**src/rtl/fp4_fft_unloader.sv**
```systemverilog
// fp4_fft_unloader
// Streams the results of an FFT out of its result memory once the core
// reports completion. Samples are read in natural bin order through a
// synchronous read port (one cycle of read latency), buffered in a small
// FIFO, and presented on a valid/ready stream through a registered output
// stage.
//
// Ports
//   clk          single clock, all state on the rising edge
//   rst          asynchronous, active-low reset
//   fft_done     one-cycle pulse from the FFT core, accepted only in IDLE
//   n_log2       log2 of the transform size, sampled with an accepted fft_done
//   rd_req       this block owns the memory read port this cycle
//   rd_addr      memory read address (0 outside READ)
//   rd_data      FP4 complex sample {re[7:4], im[3:0]}, one cycle after rd_req
//   m_valid      stream sample valid
//   m_ready      downstream accepts the sample
//   m_data       stream sample
//   m_index      frequency bin of m_data
//   m_last       high together with bin N-1
//   busy         unload in progress (READ, DRAIN, DONE)
//   unload_done  one-cycle pulse after the final transfer
module fp4_fft_unloader #(
    parameter int MAX_N      = 32,
    parameter int ADDR_WIDTH = $clog2(MAX_N),
    parameter int FIFO_DEPTH = 4
) (
    input  logic                  clk,
    input  logic                  rst,
    input  logic                  fft_done,
    input  logic [2:0]            n_log2,
    output logic                  rd_req,
    output logic [ADDR_WIDTH-1:0] rd_addr,
    input  logic [7:0]            rd_data,
    output logic                  m_valid,
    input  logic                  m_ready,
    output logic [7:0]            m_data,
    output logic [ADDR_WIDTH-1:0] m_index,
    output logic                  m_last,
    output logic                  busy,
    output logic                  unload_done
);

    localparam int LOG2_MAX = $clog2(MAX_N);
    localparam int PTR_W    = (FIFO_DEPTH > 1) ? $clog2(FIFO_DEPTH) : 1;
    localparam int CNT_W    = $clog2(FIFO_DEPTH + 1) + 1;

    localparam logic [PTR_W-1:0]      PTR_LAST = PTR_W'(FIFO_DEPTH - 1);
    localparam logic [PTR_W-1:0]      PTR_ZERO = {PTR_W{1'b0}};
    localparam logic [PTR_W-1:0]      PTR_ONE  = PTR_W'(1);
    localparam logic [CNT_W-1:0]      CNT_ZERO = {CNT_W{1'b0}};
    localparam logic [CNT_W-1:0]      CNT_ONE  = CNT_W'(1);
    localparam logic [CNT_W-1:0]      DEPTH_C  = CNT_W'(FIFO_DEPTH);
    localparam logic [ADDR_WIDTH-1:0] ADDR_ZERO = {ADDR_WIDTH{1'b0}};
    localparam logic [ADDR_WIDTH-1:0] ADDR_ONE  = ADDR_WIDTH'(1);

    typedef enum logic [1:0] {
        IDLE  = 2'd0,
        READ  = 2'd1,
        DRAIN = 2'd2,
        DONE  = 2'd3
    } state_t;

    // Highest bin index N-1 for N = 2^min(k, log2(MAX_N)): a mask of k ones.
    function automatic logic [ADDR_WIDTH-1:0] last_index(input logic [2:0] k);
        logic [2:0] kc;
        if (int'(k) > LOG2_MAX) begin
            kc = 3'(LOG2_MAX);
        end else begin
            kc = k;
        end
        return ~({ADDR_WIDTH{1'b1}} << kc);
    endfunction

    state_t                state_r;
    state_t                state_s;
    logic [ADDR_WIDTH-1:0] last_idx_r;
    logic [ADDR_WIDTH-1:0] rd_cnt_r;
    logic                  p1_valid_r;
    logic [ADDR_WIDTH-1:0] p1_addr_r;
    logic [7:0]            fifo_data_r [FIFO_DEPTH];
    logic [ADDR_WIDTH-1:0] fifo_idx_r  [FIFO_DEPTH];
    logic [PTR_W-1:0]      wr_ptr_r;
    logic [PTR_W-1:0]      rd_ptr_r;
    logic [CNT_W-1:0]      fifo_cnt_r;
    logic                  out_valid_r;
    logic [7:0]            out_data_r;
    logic [ADDR_WIDTH-1:0] out_idx_r;
    logic                  out_last_r;
    logic                  done_r;

    logic [CNT_W-1:0]      occ_s;
    logic                  start_s;
    logic                  issue_s;
    logic                  push_s;
    logic                  load_s;
    logic                  xfer_s;
    logic                  last_xfer_s;

    // Handshake and flow-control decode. The output register counts as one
    // buffer slot, and a read still in the memory pipeline reserves another,
    // so a read is issued only if every sample in the system has a home.
    always_comb begin
        occ_s       = fifo_cnt_r + CNT_W'(out_valid_r) + CNT_W'(p1_valid_r);
        start_s     = (state_r == IDLE) && fft_done;
        issue_s     = (state_r == READ) && (occ_s < DEPTH_C);
        push_s      = p1_valid_r;
        xfer_s      = out_valid_r && m_ready;
        load_s      = (fifo_cnt_r != CNT_ZERO) && (!out_valid_r || m_ready);
        last_xfer_s = xfer_s && out_last_r;
    end

    // Next-state logic of the unload sequencer.
    always_comb begin
        state_s = state_r;
        case (state_r)
            IDLE: begin
                if (start_s) begin
                    state_s = READ;
                end else begin
                    state_s = IDLE;
                end
            end
            READ: begin
                if (issue_s && (rd_cnt_r == last_idx_r)) begin
                    state_s = DRAIN;
                end else begin
                    state_s = READ;
                end
            end
            DRAIN: begin
                if (last_xfer_s) begin
                    state_s = DONE;
                end else begin
                    state_s = DRAIN;
                end
            end
            DONE: begin
                state_s = IDLE;
            end
            default: begin
                state_s = IDLE;
            end
        endcase
    end

    // Sequencer state register.
    always_ff @(posedge clk or negedge rst) begin
        if (!rst) begin
            state_r <= IDLE;
        end else begin
            state_r <= state_s;
        end
    end

    // Latched transform size and read address counter; the counter parks on
    // N-1 rather than wrapping.
    always_ff @(posedge clk or negedge rst) begin
        if (!rst) begin
            last_idx_r <= ADDR_ZERO;
            rd_cnt_r   <= ADDR_ZERO;
        end else if (start_s) begin
            last_idx_r <= last_index(n_log2);
            rd_cnt_r   <= ADDR_ZERO;
        end else if (issue_s && (rd_cnt_r != last_idx_r)) begin
            rd_cnt_r   <= rd_cnt_r + ADDR_ONE;
        end else begin
            rd_cnt_r   <= rd_cnt_r;
        end
    end

    // Tracks the read in flight so its returning data can be tagged with its bin.
    always_ff @(posedge clk or negedge rst) begin
        if (!rst) begin
            p1_valid_r <= 1'b0;
            p1_addr_r  <= ADDR_ZERO;
        end else begin
            p1_valid_r <= issue_s;
            p1_addr_r  <= rd_cnt_r;
        end
    end

    // FIFO storage, written with the returning memory data.
    always_ff @(posedge clk or negedge rst) begin
        if (!rst) begin
            for (int i = 0; i < FIFO_DEPTH; i++) begin
                fifo_data_r[i] <= 8'h00;
                fifo_idx_r[i]  <= ADDR_ZERO;
            end
        end else if (push_s) begin
            fifo_data_r[wr_ptr_r] <= rd_data;
            fifo_idx_r[wr_ptr_r]  <= p1_addr_r;
        end else begin
            fifo_data_r[wr_ptr_r] <= fifo_data_r[wr_ptr_r];
            fifo_idx_r[wr_ptr_r]  <= fifo_idx_r[wr_ptr_r];
        end
    end

    // FIFO pointers and occupancy; explicit wrap supports non-power-of-two depths.
    always_ff @(posedge clk or negedge rst) begin
        if (!rst) begin
            wr_ptr_r   <= PTR_ZERO;
            rd_ptr_r   <= PTR_ZERO;
            fifo_cnt_r <= CNT_ZERO;
        end else begin
            if (push_s) begin
                wr_ptr_r <= (wr_ptr_r == PTR_LAST) ? PTR_ZERO : wr_ptr_r + PTR_ONE;
            end else begin
                wr_ptr_r <= wr_ptr_r;
            end
            if (load_s) begin
                rd_ptr_r <= (rd_ptr_r == PTR_LAST) ? PTR_ZERO : rd_ptr_r + PTR_ONE;
            end else begin
                rd_ptr_r <= rd_ptr_r;
            end
            case ({push_s, load_s})
                2'b10:   fifo_cnt_r <= fifo_cnt_r + CNT_ONE;
                2'b01:   fifo_cnt_r <= fifo_cnt_r - CNT_ONE;
                default: fifo_cnt_r <= fifo_cnt_r;
            endcase
        end
    end

    // Registered stream stage: refills from the FIFO whenever it is empty or
    // being emptied, and otherwise holds its contents through a stall.
    always_ff @(posedge clk or negedge rst) begin
        if (!rst) begin
            out_valid_r <= 1'b0;
            out_data_r  <= 8'h00;
            out_idx_r   <= ADDR_ZERO;
            out_last_r  <= 1'b0;
        end else if (load_s) begin
            out_valid_r <= 1'b1;
            out_data_r  <= fifo_data_r[rd_ptr_r];
            out_idx_r   <= fifo_idx_r[rd_ptr_r];
            out_last_r  <= (fifo_idx_r[rd_ptr_r] == last_idx_r);
        end else if (xfer_s) begin
            out_valid_r <= 1'b0;
            out_last_r  <= 1'b0;
        end else begin
            out_valid_r <= out_valid_r;
            out_last_r  <= out_last_r;
        end
    end

    // Completion pulse, high for the DONE cycle that follows the last transfer.
    always_ff @(posedge clk or negedge rst) begin
        if (!rst) begin
            done_r <= 1'b0;
        end else begin
            done_r <= last_xfer_s;
        end
    end

    assign rd_req      = issue_s;
    assign rd_addr     = (state_r == READ) ? rd_cnt_r : ADDR_ZERO;
    assign m_valid     = out_valid_r;
    assign m_data      = out_data_r;
    assign m_index     = out_idx_r;
    assign m_last      = out_last_r;
    assign busy        = (state_r != IDLE);
    assign unload_done = done_r;

endmodule
```
**config.mk**
```make
export PLATFORM = sky130hd
export DESIGN_NAME = fp4_fft_unloader
export DESIGN_NICKNAME = d
export VERILOG_FILES = /design/src/rtl/fp4_fft_unloader.sv
export SDC_FILE = /design/constraint.sdc
export NUM_CORES = 1
export LEC_CHECK = 0
export ABC_AREA = 1
export ABC_CLOCK_PERIOD_IN_PS = 6900
export CELL_PAD_IN_SITES_DETAIL_PLACEMENT = 1
export CELL_PAD_IN_SITES_GLOBAL_PLACEMENT = 1
export CORE_MARGIN = 1
export CORE_UTILIZATION = 30
export DETAILED_ROUTE_END_ITERATION = 7
export PLACE_DENSITY_LB_ADDON = 0.3
export SETUP_SLACK_MARGIN = 0.05
export SLEW_MARGIN = 20
export SYNTH_ARGS = -nofsm -noshare
export SYNTH_HDL_FRONTEND = slang
export SYNTH_SLANG_ARGS = --single-unit
export TNS_END_PERCENT = 10
```
**constraint.sdc**
```tcl
create_clock -name clk -period 6.9 [get_ports clk]
set_clock_uncertainty 0.1 [all_clocks]
set_input_delay 1.38 -clock clk [delete_from_list [all_inputs] [get_ports clk]]
set_output_delay 1.38 -clock clk [all_outputs]
set_load 0.005 [all_outputs]
```
==> out/results.tsv <==
metric	value	unit
ioPinCount	38	
design.die.area	16800	µm²
grt_antenna_before_repair	0	
number_of_different_library_cells_in_the_post_synthesis_netlist	33	
detailed_route_wire_length_per_cell	17.6	µm
crit_type	input port to flop	
max_clock_freq	0.268	GHz
wl	14.8	mm
area_growth	16.1	%
arrival	3.88	ns
synthesis.area	4870	µm²
clkTransAtPathRegs	0.07	ns
drive_above_1_share	5.92	%
rr_worst_depth	10	
ys_seq_elements	94	
cts-root-to-sink-buffers	2	
antennaDiodeCount	0	
holdCritPathClass	flop to flop	
worst_pin_slew	0.880	ns
final_antenna_net_count	0	
setup.worst_path.end_class	flop	
power_per_cell_area	559	nW/µm²
cp_max_fo	18	
timing.final.setup_violations	0	
syn-num-nets	623	
status	finished, final reports clean	
tritoncts_clock_tree	done	
finalHoldViolations	0	
global_route.overflow_total	0	
synth_seq_area_share	48.3	%
post-route-period-util	54.1	%
grt_usage	19.4	%
hold-worst-slack	0.364	ns
leakagePower	2.59	nW
r2r-start	fifo_cnt_r[0]$_DFFE_PN0P_	
clock_sinks	94	
ys.warnings.count	0	
post_cts_buffers	0	
post_dp_cell_area	5340	µm²
cts_repair_resize_count	0	
nets	646	
vias_per_cell	5.06	
rsz0062_at_grt	false	
synth-edff-count	0	
port_buffers	37	
setup.reg_to_reg.worst_slack	4.15	ns
vdd_ir_drop_max	193	µV
placement_rows	46	
cts_buffers	9	
hpwlAfterDp	9.67	mm
startpoint_types	input port	
insertion_delay	0.36	ns
final_design_area_no_fill	5650	µm²
worst_hold_path.num_cells	1	
yosys.area.top_type	sky130_fd_sc_hd__dfrtp_1	
critical_path.reg2reg.endpoint	fifo_cnt_r[3]$_DFFE_PN0P_	
first_pass_iters	4	
power	3.16	mW
gpl.final_weighted_congestion	0.746	
slew_headroom	41.3	%
slew_violations	0	
vias_in_the_first_global_route	4595	
synth.avg_cell_area	8.16	µm²
global_route_wire_length_before_repair	24.4	mm
die_x	129	µm
post-synth-top-area-fraction	48.3	%
final.min_clock_period	3.74	ns
synthesized_netlist_cell_count	597	
die_y	129	µm
worstHoldStart	state_r[0]$_DFF_PN0_	
core_area	15900	µm²
postSynth.topFlopCell	sky130_fd_sc_hd__dfrtp_1	
cts_root_buf	sky130_fd_sc_hd__clkbuf_16	
drc_errors	0	
fin_setup_tns	0	ns
synthTopCellsByArea	sky130_fd_sc_hd__dfrtp_1 (48%), sky130_fd_sc_hd__nand2_1 (13%), sky130_fd_sc_hd__nand3_1 (7.1%), sky130_fd_sc_hd__o21ai_0 (4.5%), sky130_fd_sc_hd__o21ai_1 (3.3%)	
synth_async_sr_flop_share	100	%
number_of_maximum_capacitance_constraint_violations	0	
dr_total_vias	4253	
data_required_time_of_the_critical_path	7.04	ns
grt_start_max_net_pins	66	
floorplan.initialDensity	30.7	%
hold_fix_buffers_at_cts	0	
h_tree_depth	3	
drt_iter0_drc	246	
==> state kept, by name, summed over array words and instances, names as in the netlist, named ones only <==
name,flops
m_valid,1
m_data,8
rd_ptr_r,2
last_idx_r,5
fifo_cnt_r,4
fifo_idx_r,20
p1_valid_r,1
wr_ptr_r,2
p1_addr_r,5
m_last,1
rd_cnt_r,5
fifo_data_r,32
m_index,5
state_r,1
unload_done,1
==> stage by stage <==
stage	std cells	setup WS, ns	util, %
floorplan	597	3.79	-
global placement	825	2.94	33.6
detailed placement	825	2.78	33.6
CTS	841	3.15	35.6
global route	841	2.88	35.6
finish	841	3.16	35.6
==> how the worst max path moves through the flow <==
stage                 start                        end  slack (ns)  cells past startpoint
floorplan           m_ready  fifo_cnt_r[3]$_DFFE_PN0P_        3.79                     11
global placement    m_ready  fifo_cnt_r[3]$_DFFE_PN0P_        2.94                     11
detailed placement  m_ready  fifo_cnt_r[3]$_DFFE_PN0P_        2.78                     11
CTS                 m_ready  fifo_cnt_r[3]$_DFFE_PN0P_        3.15                     11
global route        m_ready  fifo_cnt_r[3]$_DFFE_PN0P_        2.88                     11
finish              m_ready  fifo_cnt_r[3]$_DFFE_PN0P_        3.16                     11
==> cells by family (layout without fill, tap and decap cells) <==
| logic type | Yosys count | in the layout | synth area share (%) |
|---|---|---|---|
| AOI/OAI and AO/OA | 121 | 121 | 14.4 |
| xor gates and xnor gates | 8 | 8 | 1.44 |
| adders and majority gates | 11 | 11 | 2.98 |
| buffers and inverters | 74 | 102 | 7.63 |
| DFF | 94 | 94 | 48.3 |
| and+or+nand+nor | 289 | 289 | 25.3 |
==> metal layers <==
layer / wire length, µm / global-route usage [%]
met4: 152 / 6.09
met2: 7430 / 32.4
met1: 6690 / 25.1
met5: 0 / 0
met3: 493 / 4.09
==> synth_stat cells (6+ instances only) <==
cell type                  instances
sky130_fd_sc_hd__a21oi_1          13
sky130_fd_sc_hd__buf_6            10
sky130_fd_sc_hd__inv_1            41
sky130_fd_sc_hd__ha_1             10
sky130_fd_sc_hd__nor2_1           30
sky130_fd_sc_hd__nand3_1          69
sky130_fd_sc_hd__dfrtp_1          94
sky130_fd_sc_hd__xor2_1            6
sky130_fd_sc_hd__clkbuf_1          8
sky130_fd_sc_hd__buf_2             7
sky130_fd_sc_hd__o21ai_1          32
sky130_fd_sc_hd__o22ai_1           8
sky130_fd_sc_hd__nand2_1         170
sky130_fd_sc_hd__o211ai_1         15
sky130_fd_sc_hd__o21ai_0          44
==> final cells by class <==
cell class / count / area (µm²)
clock buffer: 13 / 250
clock inverter: 3 / 67.6
fill: 1939 / 10200
inverter: 46 / 175
multi-input combinational: 429 / 2150
sequential: 94 / 2350
tap: 216 / 270
timing repair buffer: 40 / 390
==> cell usage in the layout, fill, tap and decap left out, drive strengths merged <==
master and n:
nand3 71, ha 10, clkbuf 13, xor2 6, o22ai 8, a31oi 4, nor4 1, nand4 5
inv 46, nand2 172, fa 1, nor2 35, clkinvlp 1, or2 5, dfrtp 94, o21ai 78
bufinv 2, o211ai 17, buf 4, a21oi 14, xnor2 2, clkdlybuf4s50 36
==> worst max-delay path, cell delays in order <==
cell                              delay (ns)
sky130_fd_sc_hd__clkdlybuf4s50_1        0.51
sky130_fd_sc_hd__nor2_1                 0.09
sky130_fd_sc_hd__a31oi_4                0.55
sky130_fd_sc_hd__ha_1                   0.39
sky130_fd_sc_hd__ha_1                   0.30
sky130_fd_sc_hd__a21oi_1                0.16
sky130_fd_sc_hd__nand2_1                0.10
sky130_fd_sc_hd__a21oi_1                0.17
sky130_fd_sc_hd__o21ai_0                0.11
sky130_fd_sc_hd__nand2_1                0.07
sky130_fd_sc_hd__nand2_1                0.05
==> power breakdown <==
| group | switching, mW | internal (mW) |
|---|---|---|
| clock network | 0.221 | 0.328 |
| registers | 0.223 | 0.816 |
| logic | 1.01 | 0.561 |
No activity file was read; power rests on OpenSTA's default activity.
